### config.mk
export PLATFORM = sky130hd
export DESIGN_NAME = x2_result_collector
export DESIGN_NICKNAME = d
export VERILOG_FILES = /design/src/rtl/x2_pkg.sv /design/src/rtl/x2_fifo.sv /design/src/rtl/x2_result_collector.sv
export SDC_FILE = /design/constraint.sdc
export NUM_CORES = 1
export LEC_CHECK = 0
export CORE_MARGIN = 10
export CORE_UTILIZATION = 48
export CTS_CLUSTER_DIAMETER = 100
export DETAILED_ROUTE_END_ITERATION = 10
export MAX_ROUTING_LAYER = met4
export PLACE_DENSITY_LB_ADDON = 0.12
export SLEW_MARGIN = 20
export SYNTH_ARGS = -nofsm -noshare
export SYNTH_HDL_FRONTEND = slang
export SYNTH_SLANG_ARGS = --single-unit
### constraint.sdc
create_clock -name clock -period 2.2 [get_ports clock]
set_input_delay 0.44 -clock clock [delete_from_list [all_inputs] [get_ports clock]]
set_output_delay 0.44 -clock clock [all_outputs]
set_load 0.005 [all_outputs]
### src/rtl/x2_pkg.sv
// Shared word width and word type for the x2 result collector.
package x2_pkg;
  localparam int X2_WORD_W = 7;
  typedef logic [X2_WORD_W-1:0] x2_word_t;
endpackage

### src/rtl/x2_fifo.sv
// First-word fall-through FIFO; full/empty come from the occupancy count alone.
module x2_fifo #(
  parameter int  DEPTH  = 4,
  parameter type word_t = logic [6:0]
) (
  input  logic                         clock,
  input  logic                         reset_n,
  input  logic                         push,
  input  logic                         pop,
  input  word_t                        wdata,
  output word_t                        rdata,
  output logic [$clog2(DEPTH+1)-1:0]   level
);
  localparam int AW = $clog2(DEPTH);
  localparam int LW = $clog2(DEPTH+1);

  word_t          mem_q [DEPTH];
  logic [AW-1:0]  wptr_q, wptr_d;
  logic [AW-1:0]  rptr_q, rptr_d;
  logic [LW-1:0]  level_q, level_d;

  always_comb begin
    wptr_d  = wptr_q;
    rptr_d  = rptr_q;
    level_d = level_q;
    if (push) wptr_d = wptr_q + AW'(1);
    if (pop)  rptr_d = rptr_q + AW'(1);
    case ({push, pop})
      2'b10:   level_d = level_q + LW'(1);
      2'b01:   level_d = level_q - LW'(1);
      default: level_d = level_q;
    endcase
  end

  always_ff @(posedge clock) begin
    if (!reset_n) begin
      wptr_q  <= '0;
      rptr_q  <= '0;
      level_q <= '0;
    end else begin
      wptr_q  <= wptr_d;
      rptr_q  <= rptr_d;
      level_q <= level_d;
    end
  end

  // Storage is deliberately left unreset; the pointers alone define validity.
  always_ff @(posedge clock) begin
    if (reset_n && push) mem_q[wptr_q] <= wdata;
  end

  assign rdata = mem_q[rptr_q];
  assign level = level_q;
endmodule

### src/rtl/x2_result_collector.sv
// Packs the x2 output bits into a word, drops repeats, and queues results for a consumer.
module x2_result_collector
  import x2_pkg::*;
#(
  parameter int DEPTH = 4,
  parameter int DEDUP = 1
) (
  input  logic                         clock,
  input  logic                         reset_n,
  input  logic                         in_valid,
  input  logic                         po0,
  input  logic                         po1,
  input  logic                         po2,
  input  logic                         po3,
  input  logic                         po4,
  input  logic                         po5,
  input  logic                         po6,
  output logic                         in_ready,
  output logic                         out_valid,
  output x2_word_t                     out_data,
  input  logic                         out_ready,
  output logic [$clog2(DEPTH+1)-1:0]   level,
  output logic                         overflow
);
  localparam int LW = $clog2(DEPTH+1);

  x2_word_t word;
  x2_word_t last_word_q, last_word_d;
  logic     last_vld_q, last_vld_d;
  logic     overflow_q, overflow_d;
  logic     accept, is_dup, push, pop;

  assign word      = {po6, po5, po4, po3, po2, po1, po0};
  assign in_ready  = (level != LW'(DEPTH));
  assign out_valid = (level != '0);
  assign accept    = in_valid & in_ready;
  assign is_dup    = (DEDUP != 0) && last_vld_q && (word == last_word_q);
  assign push      = accept & ~is_dup;
  assign pop       = out_valid & out_ready;

  always_comb begin
    last_word_d = last_word_q;
    last_vld_d  = last_vld_q;
    overflow_d  = overflow_q;
    if (push) begin
      last_word_d = word;
      last_vld_d  = 1'b1;
    end
    if (in_valid && !in_ready) overflow_d = 1'b1;
  end

  always_ff @(posedge clock) begin
    if (!reset_n) begin
      last_vld_q <= 1'b0;
      overflow_q <= 1'b0;
    end else begin
      last_vld_q <= last_vld_d;
      overflow_q <= overflow_d;
    end
  end

  // last_word survives reset and drain; last_vld alone gates the comparison.
  always_ff @(posedge clock) begin
    last_word_q <= last_word_d;
  end

  assign overflow = overflow_q;

  x2_fifo #(
    .DEPTH  (DEPTH),
    .word_t (x2_word_t)
  ) u_fifo (
    .clock   (clock),
    .reset_n (reset_n),
    .push    (push),
    .pop     (pop),
    .wdata   (word),
    .rdata   (out_data),
    .level   (level)
  );
endmodule

Word level (Yosys, flattened, before mapping)
Memory sizes are Yosys's and may differ from the RTL's. A register that Yosys moved wholly into a read port is not among the register bits.
Cells that the tools add are included.
- add/sub/neg operators: 4
- eq/ne operators: 4
- mux-type cells: 5
- bitwise gates (word level): 4
- reduce and logical (&&, ||, !) cells: 6
- operators with widths (kind ; count):
    == test 7 bit ; 1
    case mux 3 bit (2 select lines) ; 1
    adder 2 x 1 -> 2 bit, second input constant ; 2
    two-way mux 2 bit ; 2
    adder 3 x 1 -> 3 bit, second input constant ; 1
    AND 1 bit ; 3
    logical AND 1 bit ; 3
    != test 3 bit, second input constant ; 1
    nonzero test 3 bit ; 1
    subtractor 3 x 1 -> 3 bit, second input constant ; 1
    == test 2 x 1 -> 1 bit, second input constant ; 1
    == test 2 bit, second input constant ; 1
    two-way mux 1 bit ; 2
    nonzero test 2 bit ; 1
    logical NOT 1 bit ; 1
    NOT 1 bit ; 1
- bits in registers: 16
- RAM bits: 28
- bits of input ports: 11
- output and inout bits: 13
- logic and storage cells: 30
- memories: 1
- memories (memory ; depth ; bits a word ; rd ports ; clocked after Yosys merged registers in ; write ports ; line ; RTL):
    u_fifo.mem_q ; 4 ; 7 ; 1 ; 1 ; 1 ; x2_fifo.sv:17 ; word_t mem_q [DEPTH];

Logic depth before layout (Yosys ltp)
Gate-level depths: netlist of run 1.
- depth after elaboration: 7
- depth in mapped cells: 11
- gate-level depth less buffers: 10

Modules after synthesis
A second synthesis of run 1 with hierarchy kept.
- cells, all modules: 109
- area, all modules: 1843.0 µm²
- by module, submodules not included (module ; instances ; cells an instance ; area an instance (µm²) ; sequential area each (µm²)):
    x2_fifo ; 1 ; 82 ; 1456.4 ; 1021.0
    x2_result_collector ; 1 ; 27 ; 386.6 ; 250.2

Worst setup path after synthesis of run 1
Ideal clock, no wire load.
- path type: input port to flip-flop
- start: input port po2
- end: register u_fifo.level_q[2], in the netlist u_fifo.level[2]
- library setup time: 0.076 ns
- data arrival time: 2.229 ns
- data required time: 2.124 ns
- slack: -0.104 ns
- stages: 11
- path buffers: 1
- cell sequence: xnor2_1 > nand4_1 > o211a_1 > buf_6 > inv_1 > ha_1 > inv_1 > fa_1 > xor2_1 > or3_1 > a21boi_0
- longest elaborated chain between the ends: 6
- elaborated cells between the ends (all ways): 8
- classes of those cells: eq/ne (3); mux (1); bitwise (2); reduce/logical (2)
- ends and longest elaborated chain (item ; line ; RTL):
    from (decl) ; x2_result_collector.sv:13 ; input logic po2,
    == test 7 bit * ; x2_result_collector.sv:37 ; assign is_dup = (DEDUP != 0) && last_vld_q && (word == last_word_q);
    logical AND 1 bit * ; x2_result_collector.sv:37 ;
    NOT 1 bit * ; x2_result_collector.sv:38 ; assign push = accept & ~is_dup;
    AND 1 bit * ; x2_result_collector.sv:38 ;
    net push ; x2_result_collector.sv:31 ; logic accept, is_dup, push, pop;
    == test 2 x 1 -> 1 bit / == test 2 bit (equally long branches) ; x2_fifo.sv:28 ; case ({push, pop})
    case mux 3 bit (2 select lines) / nonzero test 2 bit (equally long branches) ; n/a ;
    to (signal assigned) ; x2_fifo.sv:43 ; level_q <= level_d;
    to (decl) ; x2_fifo.sv:20 ; logic [LW-1:0] level_q, level_d;
The timed path passes the listed nets; every way through them passes the cells marked *.
A chain may end at the register's enable or synchronous reset.

Final worst setup path of run 1
- start: input port po3
- end: register u_fifo.level_q[2], in the netlist u_fifo.level[2]
- longest elaborated chain between the ends: 6
- elaborated cells between the ends (all ways): 8
- classes of those cells: eq/ne (3); mux (1); bitwise (2); reduce/logical (2)
- ends and longest elaborated chain (item ; line ; RTL):
    from (decl) ; x2_result_collector.sv:14 ; input logic po3,
    == test 7 bit * ; x2_result_collector.sv:37 ;
    logical AND 1 bit * ; x2_result_collector.sv:37 ;
    NOT 1 bit * ; x2_result_collector.sv:38 ;
    AND 1 bit * ; x2_result_collector.sv:38 ;
    == test 2 x 1 -> 1 bit / == test 2 bit (equally long branches) ; x2_fifo.sv:28 ;
    case mux 3 bit (2 select lines) / nonzero test 2 bit (equally long branches) ; n/a ;
Every way passes the cells marked *; elsewhere a longest branch is shown, timed or not.

==> results of run 1 <==
-- worst min-delay path by stage --
stage / from / end / cells past startpoint / slack, ns
after floorplan: last_vld_q / last_vld_q / 2 / 0.46
after global placement: last_vld_q / last_vld_q / 2 / 0.48
after detailed placement: last_vld_q / last_vld_q / 2 / 0.49
after CTS: po2 / u_fifo.mem_q[0][2] / 1 / 0.47
after global routing: po2 / u_fifo.mem_q[0][2] / 1 / 0.49
final: po2 / u_fifo.mem_q[0][2] / 1 / 0.49
-- layer usage --
layer  GRT usage [%]  vias to the layer above  part of all wire (%)
met5               -                        -                     0
met4           3.571                        0                   1.4
met3           3.888                        6                   4.8
met2           19.12                       22                    50
met1           12.35                      505                    43
li1                -                      503                     -
-- final cells by class --
cell class | instances | share of cell area, %
sequential | 46 | 53.22
clock buffer | 5 | 2.881
tap | 48 | 2.514
clock inverter | 3 | 0.4715
inverter | 6 | 1.048
timing repair buffer | 43 | 16.50
multi-input combinational | 56 | 23.36
-- layout by cell type (no fill, tap or decap), types with 2 or more instances in the layout --
master,netlist,final
nand4_1,2,2
nand2_1,7,7
xnor2_2,1,2
mux4_2,7,7
xnor2_1,8,7
mux2i_1,2,2
and2_1,5,5
nor2b_1,2,2
clkinv_1,0,3
dlymetal6s2s_1,0,3
edfxtp_1,35,35
ha_1,5,4
buf_4,0,18
dlygate4sd2_1,0,9
dfxtp_1,11,11
clkbuf_8,0,5
and3_1,4,4
inv_1,6,4
clkdlybuf4s50_1,0,10
xor2_1,2,2
or3_1,2,2
o21ai_0,2,2
-- cell families (layout without fill, tap and decap cells) --
kind of cell	after synthesis	in the layout
AOI/OAI and AO/OA	7	7
muxes	9	9
adders and majority gates	6	6
buffers and inverters	10	57
and+or+nand+nor	23	23
xor gates and xnor gates	11	11
DFF	46	46
-- state kept, by name, summed over array words and instances (netlist names), named ones only --
name,count
u_fifo.mem_q,28
last_word_q,7
u_fifo.level,3
u_fifo.rptr_q,2
u_fifo.wptr_q,2
last_vld_q,1
overflow,1
-- power breakdown --
part           total (mW)  internal [mW]  switching [mW]
Combinational       0.805          0.492           0.313
Clock               0.465          0.212           0.253
Sequential           1.11           1.04          0.0700
-- timing repair --
action | CTS | global route
setup buffers | 1 | 3
endpoints found under the setup margin | 9 | 5
cloned | 0 | 0
gates resized for setup | 13 | 4
pin swaps | 5 | 5
-- per-stage QoR --
stage | hold slack, ns | setup WS [ns] | cells
floorplan | 0.4585 | 0.005088 | 112
global placement | 0.4801 | -0.5049 | 195
detailed placement | 0.4879 | -0.6002 | 195
CTS | 0.4662 | -0.07849 | 204
global route | 0.4927 | -0.1008 | 207
finish | 0.4931 | -0.02705 | 207
-- worst max-delay path, cell delays in order --
cell	delay [ns]
dlygate4sd2_1	0.26
xnor2_1	0.18
nand4_1	0.13
o211a_1	0.27
inv_4	0.07
ha_4	0.13
inv_2	0.04
fa_2	0.34
xor2_1	0.16
or3_1	0.32
a21boi_1	0.12
==> results summary, run 1 <==
The run finished, with violations left. The final reports fail on setup timing. Entering global routing, the biggest net connects 14 pins. The post-synthesis sequential element count came out at 46. By area the synthesized netlist is led by edfxtp_1 (57%), dfxtp_1 (12%), mux4_2 (8.5%), xnor2_1 (3.8%), ha_1 (3.4%). The hold buffer count at cts is 0. Summing the areas of all xor and xnor instances in the mapped netlist gives 5.604% of the synthesized area. The die outline area is a little under 0.007 mm2. The summed negative setup slack over all endpoints came out at -0.02705 ns. VDD sags by at most 655.4 uV. The net count of the mapped netlist is 129.

The clock latency at the later pin of the worst-skew pair came out at ~0.29 ns. The final routed DRC violation total is 0. In the final design database the tool counted 175 nets. Sorting the synthesized cells by how often they occur yields edfxtp_1 (35), dfxtp_1 (11), xnor2_1 (8). Summing the areas of all compound-gate instances in the mapped netlist gives roughly 2.6% of the synthesized area. The layout filler cell count came out at 301.

The average size of a mapped cell came out at approximately 17 um2. In this run the count of I/O pins placed on the die edge is 24. The aggregate global routing overflow came out at 0. The starting density of the core came out at 50.24%. The first-pass GRT wire length came out at 5.444 mm.

The minimum clock period came out at 2.227 ns. The worst reg-to-reg setup slack is 0 ns. The combined area of the multi-input logic cells came out at 558.0 um2.

The max-cap check violation count came out at 0. Summing the areas of all and, or, nand and nor instances in the mapped netlist gives 6.685% of the synthesized area. The classification of the worst-slack hold path is primary input to register.

Of the post-synthesis cell area, the dominant cell type holds 56.72%. The final HPWL from detailed placement came out at approximately 2.5 mm. The core footprint came out at ~0.0037 mm2. The area share of fa/ha/maj cells after synthesis came out at 4.456%.

In this run the vertical extent of the chip is 82.13 um. The proportion of synthesized area in mux cells is 9.588%. The clock tree root driver cell is clkbuf_8. The critical path ends at u_fifo.level[2]. The first detailed-routing pass took 4 iterations. In the final routed layout, each cell accounts on average for approximately 16 um.

The total clock buffers created by CTS is 5. At the worst endpoint, the arrival time is around 2.5 ns. The post-route fraction of the period consumed by the critical path came out at 101.2%. The number of vias per cell after detailed routing came out at roughly 5.0. The clock tree buffer depth came out at 2.

The areal power density over the cells came out at roughly 1000 mW/mm2. The sum of internal, switching and leakage power is ~2.4 mW. In this run the worst path has a maximum fanout of 2.

The final-report hold violation count came out at 0. The proportion of register bits with asynchronous set or reset after synthesis came out at 0%. The global router's overall resource usage came out at a little under an eighth. The number of warning messages in the yosys log came out at 0. Setup slack on the critical path of the routed design comes to -0.02705 ns. The category of the critical setup timing path is primary input to register. Summed over all layers, the routed wires come to 3.407 mm. The horizontal die dimension is between 80 and 90 um. The critical path starts at po3. The worst register-to-register path begins at last_word_q[3].

The final worst clock skew is 0.004146 ns. The category of the worst setup path launch point is a primary input. In this run the remaining antenna-violating nets after routing total 0. The number of antenna violations at the first check in global routing is 0. The share of the Yosys chip area taken by registers is 68.60%. The worst register-to-register path ends at u_fifo.level[2]. The post-synthesis instance area is approximately 0.0019 mm2. The number of port buffers came out at 23. The clock net in this run drives a total of 46 sinks. The nature of the critical path endpoint is a register.

Setup violations remaining at the end of the flow were counted as 1. The gate count after technology mapping came out at 112. The final RePlAce weighted congestion is 0.7428. The number of antenna diodes came out at 0. In this run the cell area measured after placement is 0.002270 mm2. The data required time at the worst endpoint is about 2.4 ns.

For the pin with the worst max-slew slack, the measured transition is 0.4356 ns. The iteration-0 DRC count of the detailed router is 32. TritonCTS built the clock tree. The count of flip-flops with a built-in enable after synthesis is 35. Measured against its own limit, the worst slew margin works out to a little under three quarters. Among all flip-flop cells after synthesis, the most frequent one is edfxtp_1. The area taken by flip-flops and latches is 0.001271 mm2. Summed over all instances, the cell type with the most area after synthesis is edfxtp_1.

Setup repair after global routing could not meet its margin everywhere. The clock tree synthesis step divided the H-tree into 2 levels. The unique cell type count in the Yosys netlist came out at 27. By instance count, the leading cell after synthesis is edfxtp_1. The dominant combinational cell family by area after synthesis is multiplexers. The leakage power total is 0.9063 nW. The standard-cell row count came out at 22.

Of the cells placed in the final design, the portion with a size suffix greater than 1 is around a quarter. The number of max-slew violations in the final report came to 0. Measured in cells, the most critical reg-to-reg path has a length of 10. The maximum frequency from static timing analysis came out at 449.0 MHz. Detailed routing inserted a total of 1036 vias.

The via count of the first global-routing pass was 1099. The register clock-pin slew on the reported worst setup and hold paths is 0.08 ns. Relative to the synthesized area, the layout overhead comes to 28.90%. The post-layout instance area came out at between 0.002 and 0.0025 mm2. The share of the core filled with cells came out at around two thirds.
(Power assumes the default switching activity.)
==> inputs of run 2 (changes only) <==
Settings changed: MAX_ROUTING_LAYER met4 to unset.
==> results summary, run 2 (synthesis results as in run 1) <==
The flow ran to the end, but the final reports show violations. The checks that failed: setup timing. The largest fanout of any net on the critical path came out at 2.

In this run the horizontal extent of the chip is between 80 and 90 um. The final HPWL from detailed placement came out at 2.492 mm. In the finished design, the share of the clock period the worst path needs comes to 101.2%.

Leaving out fill and tap cells, the most frequent cells in the layout are edfxtp_1 (35), buf_4 (18), dfxtp_1 (11). The die span in y is 82.13 um. The number of antenna diodes in the final layout is 0. The number of vias per cell after detailed routing came out at 5.010. The total number of vias came out at 1037. The die outline area is 0.006745 mm2. The final-report hold violation count is 0. The worst vdd rail ir drop is 651.3 uV.

The setup-violating endpoint count in the final report is 1. Counting instances, the worst hold path has a depth of 1. The capturing instance or port of the critical path is u_fifo.level[2]. The final RePlAce weighted congestion came out at 0.7339. The largest net degree at the start of global routing came out at 14. In this run the static leakage power is 0.9063 nW. The via count of the first global-routing pass came out at 1099. The max-cap check violation count is 0. The areal power density over the cells is 996.3 mW/mm2. The data required time at the worst endpoint came out at 2.43 ns. Row generation in the floorplan step produced 22 rows. The starting density of the core came out at 50.24%. The number of optimization iterations in the first detailed-route pass came out at 4.

The core footprint is 0.003689 mm2. The clock tree root driver cell is clkbuf_8. The endpoint identified for the worst register-to-register timing path is u_fifo.level[2]. The number of port buffers is 23. The headroom to the max-slew limit is 70.97%.

The number of ports placed on the die boundary came out at 24. At the pin with the least slew margin, the transition time is roughly 0.44 ns. The maximum frequency from static timing analysis came out at between 400 and 500 MHz. The deepest level of the CTS H-tree is 2. The min-delay analysis places its worst path in the category primary input to register. The number of antenna violations at the first check in global routing came out at 0. For the worst flop-to-flop path, the logic depth is 10. The fraction of layout cells with a size suffix above 1 came out at 24.53%. Across the whole layout, storage elements account for around 0.0013 mm2. The number of max-slew violations in the final report came out at 0.

The routed design could run at a clock period as short as 2.227 ns. The number of sinks handled by clock tree synthesis came out at 46. Setup repair after global routing could not meet its margin everywhere. The iteration-0 DRC count of the detailed router is 27. Fill cells in the final layout number around 300. The first global-routing pass estimated 5.444 mm of wire. In this run the worst setup path begins at po3.

The TritonCTS clock tree is built. The final worst clock skew is between 0.004 and 0.005 ns. The worst setup path is captured at a register. The library cell used most frequently in the layout, excluding fill and tap cells, is edfxtp_1. The worst setup path is launched from a primary input. The slack of the critical path is -0.02725 ns. The pre-CTS setup slack came out at -0.6002 ns.

The post-detailed-routing wire length came out at 3.409 mm. The worst reg-to-reg setup slack came out at 0 ns. The aggregate global routing overflow came out at 0. The final routed DRC violation total came out at 0.

The global router's overall resource usage came out at 11.00%. The launch instance of the worst register-to-register path is last_word_q[3]. The number of flip-flops in the largest register is 28. The register clock-pin slew on the reported worst setup and hold paths is about 0.080 ns. The hold buffer count at cts came out at 0.

Counting the buffers created by CTS gives 5. At the end of the flow, the number of nets in the layout was 175. The share of the core filled with cells came out at 64.76%.

The combined area of the multi-input logic cells came out at 558.0 um2. The clock passes through at most 2 buffers. The clock reaches the later pin of the worst-skew pair after 0.29 ns.

The count of nets left with antenna violations once routing finished came out at 0. The post-detailed-route wirelength per cell came out at between 15 and 20 um. The area growth from synthesis to layout came out at 28.90%. The register with the most flip-flops in the final layout is u_fifo.mem_q. The critical path is of the primary input to register type. The data arrival at the endpoint of the critical path came out at 2.45 ns.
-- run 2: cell counts in the layout (fill, tap and decap cells not counted) --
Identical to the previous run, type by type.
-- run 2: timing repair --
item | in CTS | in global routing
pin swaps | 5 | 5
gates resized for setup | 13 | 4
buffers inserted | 1 | 3
gates cloned | 0 | 0
endpoints found under the setup margin | 9 | 5
-- run 2: worst max-delay path, stage by stage --
cell and delay [ns]:
dlygate4sd2_1 0.26, xnor2_1 0.18, nand4_1 0.13, o211a_1 0.27, inv_4 0.07, ha_4 0.13
inv_2 0.04, fa_2 0.34, xor2_1 0.16, or3_1 0.32, a21boi_1 0.12
-- run 2: worst min-delay path by stage --
stage | from | endpoint | slack, ns
floorplan | last_vld_q | last_vld_q | 0.46
global placement | last_vld_q | last_vld_q | 0.48
detailed placement | last_vld_q | last_vld_q | 0.49
CTS | po2 | u_fifo.mem_q[0][2] | 0.47
global route | po2 | u_fifo.mem_q[0][2] | 0.49
finish | po2 | u_fifo.mem_q[0][2] | 0.49
-- run 2: metrics by stage --
stage                     power (mW)  cells  cell area [um2]  TNS (ns)  hold slack, ns
after floorplan                1.524    112             1871         0          0.4585
after global placement         1.895    195             2270    -6.499          0.4801
after detailed placement       1.912    195             2270    -7.768          0.4879
after CTS                      2.375    204             2351  -0.07849          0.4662
after global routing           2.523    207             2389   -0.1008          0.4927
final                          2.380    207             2389  -0.02725          0.4933
-- run 2: layout make-up --
class | instances | share of cell area (%)
Tap cell | 48 | 2.514
Multi-Input combinational cell | 56 | 23.36
Clock inverter | 3 | 0.4715
Timing Repair Buffer | 43 | 16.50
Clock buffer | 5 | 2.881
Inverter | 6 | 1.048
Sequential cell | 46 | 53.22
-- run 2: power breakdown --
group / total (mW) / internal, mW / leakage (nW) / switching, mW
combinational: 0.804 / 0.492 / 0.453 / 0.312
sequential: 1.11 / 1.04 / 0.413 / 0.0700
clock: 0.465 / 0.212 / 0.0407 / 0.253
total: 2.38 / 1.75 / 0.906 / 0.635
-- run 2: metal layers --
layer / share of wire [%] / vias to the layer above / GRT usage, % / wire length (um)
met5: 0 / - / 0 / 0
met4: 1.3 / 0 / 3.571 / 46
met3: 5.7 / 6 / 4.320 / 195
met2: 51 / 22 / 19.12 / 1725
met1: 42 / 506 / 12.08 / 1441
li1: - / 503 / - / -
==> inputs of run 3 (changes only) <==
Settings changed: TNS_END_PERCENT set to 30.
==> results summary, run 3 (synthesis results as in run 1) <==
The flow ran to the end, but the final reports show violations. The checks that failed: setup timing. In the post-route analysis, the smallest setup slack over all paths is -0.05300 ns. The area growth from synthesis to layout is 26.60%. Setup repair after global routing could not meet its margin everywhere. The register containing the most flip-flops in the final layout is u_fifo.mem_q. The headroom to the max-slew limit came out at 72.31%. The largest net degree at the start of global routing is 14. The number of ports placed on the die boundary is 24. The top cell types in the final layout, fill and taps aside, are edfxtp_1 (35), buf_4 (14), dlygate4sd2_1 (13).

The setup-violating endpoint count in the final report came out at 1. The via count of the first global-routing pass was about 1100. The total placed instance area came out at 0.002270 mm2.

The clock share of power is 20.0%. The data required time at the worst endpoint is between 2 and 2.5 ns. The data arrival at the endpoint of the critical path is ~2.5 ns. The final HPWL from detailed placement came out at approximately 2.5 mm. The largest fanout of any net on the critical path is 2. The category of the critical setup timing path is primary input to register. Leaving out fill and tap cells, the most frequent cell in the layout is edfxtp_1. The number of max-slew violations in the final report came out at 0.

The number of antenna diodes is 0. The final RePlAce weighted congestion is between 0.7 and 0.8. The register clock-pin slew on the reported worst setup and hold paths came out at 0.08 ns.

The slew at the pin closest to its max-slew limit is 0.4154 ns. The maximum frequency from static timing analysis came out at around 440 MHz. The internal portion of the total power is 1.692 mW. The number of port buffers came out at 23. The number of routed nets with antenna violations came out at 0.

The pre-CTS setup slack came out at -0.6002 ns. The switching fraction of total power came out at between 20% and 30%. The number of flip-flops in the largest register came out at 28.

The routed design could run at a clock period as short as about 2.3 ns. The fraction of layout cells with a size suffix above 1 is 22.58%. The clock drives 46 sinks. The global router's overall resource usage is 10.98%.

Summed over all nets, the switching power comes to about 620 uW. The aggregate global routing overflow came out at 0. The total clock buffers created by CTS came out at 5. For this design the static power due to leakage is 0.8631 nW. The worst vdd rail ir drop is ~650 uV. The post-detailed-route wirelength per cell came out at around 17 um.

The max-cap check violation count came out at 0. Summing over every cut layer, the via total after detailed routing is 1013. The core region is 0.003689 mm2. The layout filler cell count is 307. The number of vias per cell after detailed routing is 4.990. After the last flow step, the layout net total stands at 171.

The final worst clock skew came out at 0.003778 ns. STA classifies the critical path endpoint as a register. The first-pass GRT wire length is 5.437 mm. The final critical path takes up 102.4% of the cycle. The sum of internal, switching and leakage power is 2.315 mW. TritonCTS built the clock tree. The die is between 80 and 90 um wide. CTS built an H-tree with a depth of 2.

The category of the worst setup path launch point is a primary input. The final routed DRC violation total came out at 0. The count of cells in the finished layout, fillers not included, comes to 203.

The clock tree buffer depth is 2. The areal power density over the cells came out at 986.8 mW/mm2. The number of antenna violations at the first check in global routing came out at 0. The proportion of power drawn by flip-flops and latches is 48.0%.

The classification of the worst-slack hold path is primary input to register. The clock tree root driver cell is clkbuf_8. The iteration-0 DRC count of the detailed router is 33. The standard-cell row count came out at 22. The relative contribution of combinational cells to total power came out at between 30% and 40%. After detailed routing, the total wire length is about 3.4 mm. The starting density of the core is around half.

In this run, post-CTS hold repair placed 0 buffers. After routing the design area is 0.002346 mm2. The floorplan step defined a die boundary enclosing around 0.0067 mm2. The final-report hold violation count came to 0. The first detailed-routing pass ran for 4 iterations. The clock latency at the later pin of the worst-skew pair came out at 0.29 ns. The die is 82.13 um tall. The placed instance count came out at ~200.
[run 3: metrics by stage]
step                hold slack (ns)  setup TNS (ns)  util (%)
global route                 0.4927         -0.1008     63.60
global placement             0.4801          -6.499     61.53
finish                       0.4957        -0.05300     63.60
detailed placement           0.4879          -7.768     61.53
CTS                          0.4662        -0.07849     63.40
floorplan                    0.4585               0         -
[run 3: routing by layer]
metal | vias to the layer above | wire length, um | track usage (%)
met5 | - | 0 | 0
met2 | 19 | 1766 | 18.81
met3 | 4 | 186 | 4.428
met4 | 0 | 25 | 3.571
li1 | 495 | - | -
met1 | 495 | 1411 | 12.21
[run 3: what timing repair did]
action | CTS | global route
gates resized for setup | 17 | 1
endpoints found under the setup margin | 9 | 1
pin swaps | 5 | 5
buffers inserted | 0 | 0
[run 3: path summary, 6_finish.rpt]
check	endpoint	startpoint	slack (ns)	cells past startpoint
max reg2reg	u_fifo.level[2]	last_word_q[3]	-0.03	10
max	u_fifo.level[2]	po3	-0.05	11
min reg2reg	overflow	overflow	0.50	2
min	u_fifo.mem_q[0][2]	po2	0.50	1
[run 3: layout make-up]
type	count	area [um2]	share of cell area, %
Sequential cell	46	1271	54.19
Clock buffer	5	68.82	2.933
Multi-Input combinational cell	56	558.0	23.79
Clock inverter	3	11.26	0.4800
Inverter	6	25.02	1.067
Timing Repair Buffer	39	351.6	14.99
Tap cell	48	60.06	2.560
[run 3: critical path, cell delays in order]
cell           delay [ns]
dlygate4sd2_1        0.26
xnor2_1              0.18
nand4_1              0.15
o211a_1              0.28
inv_4                0.07
ha_4                 0.13
inv_2                0.04
fa_2                 0.34
xor2_1               0.16
or3_1                0.32
a21boi_1             0.12
[run 3: power groups by stage]
stage                     Sequential [mW]  Clock (mW)  Combinational [mW]
after floorplan                      1.11           0               0.410
after global placement               1.12           0               0.771
after detailed placement             1.13           0               0.784
after CTS                            1.11       0.474               0.758
after global routing                 1.12       0.514               0.819
final                                1.11       0.464               0.741
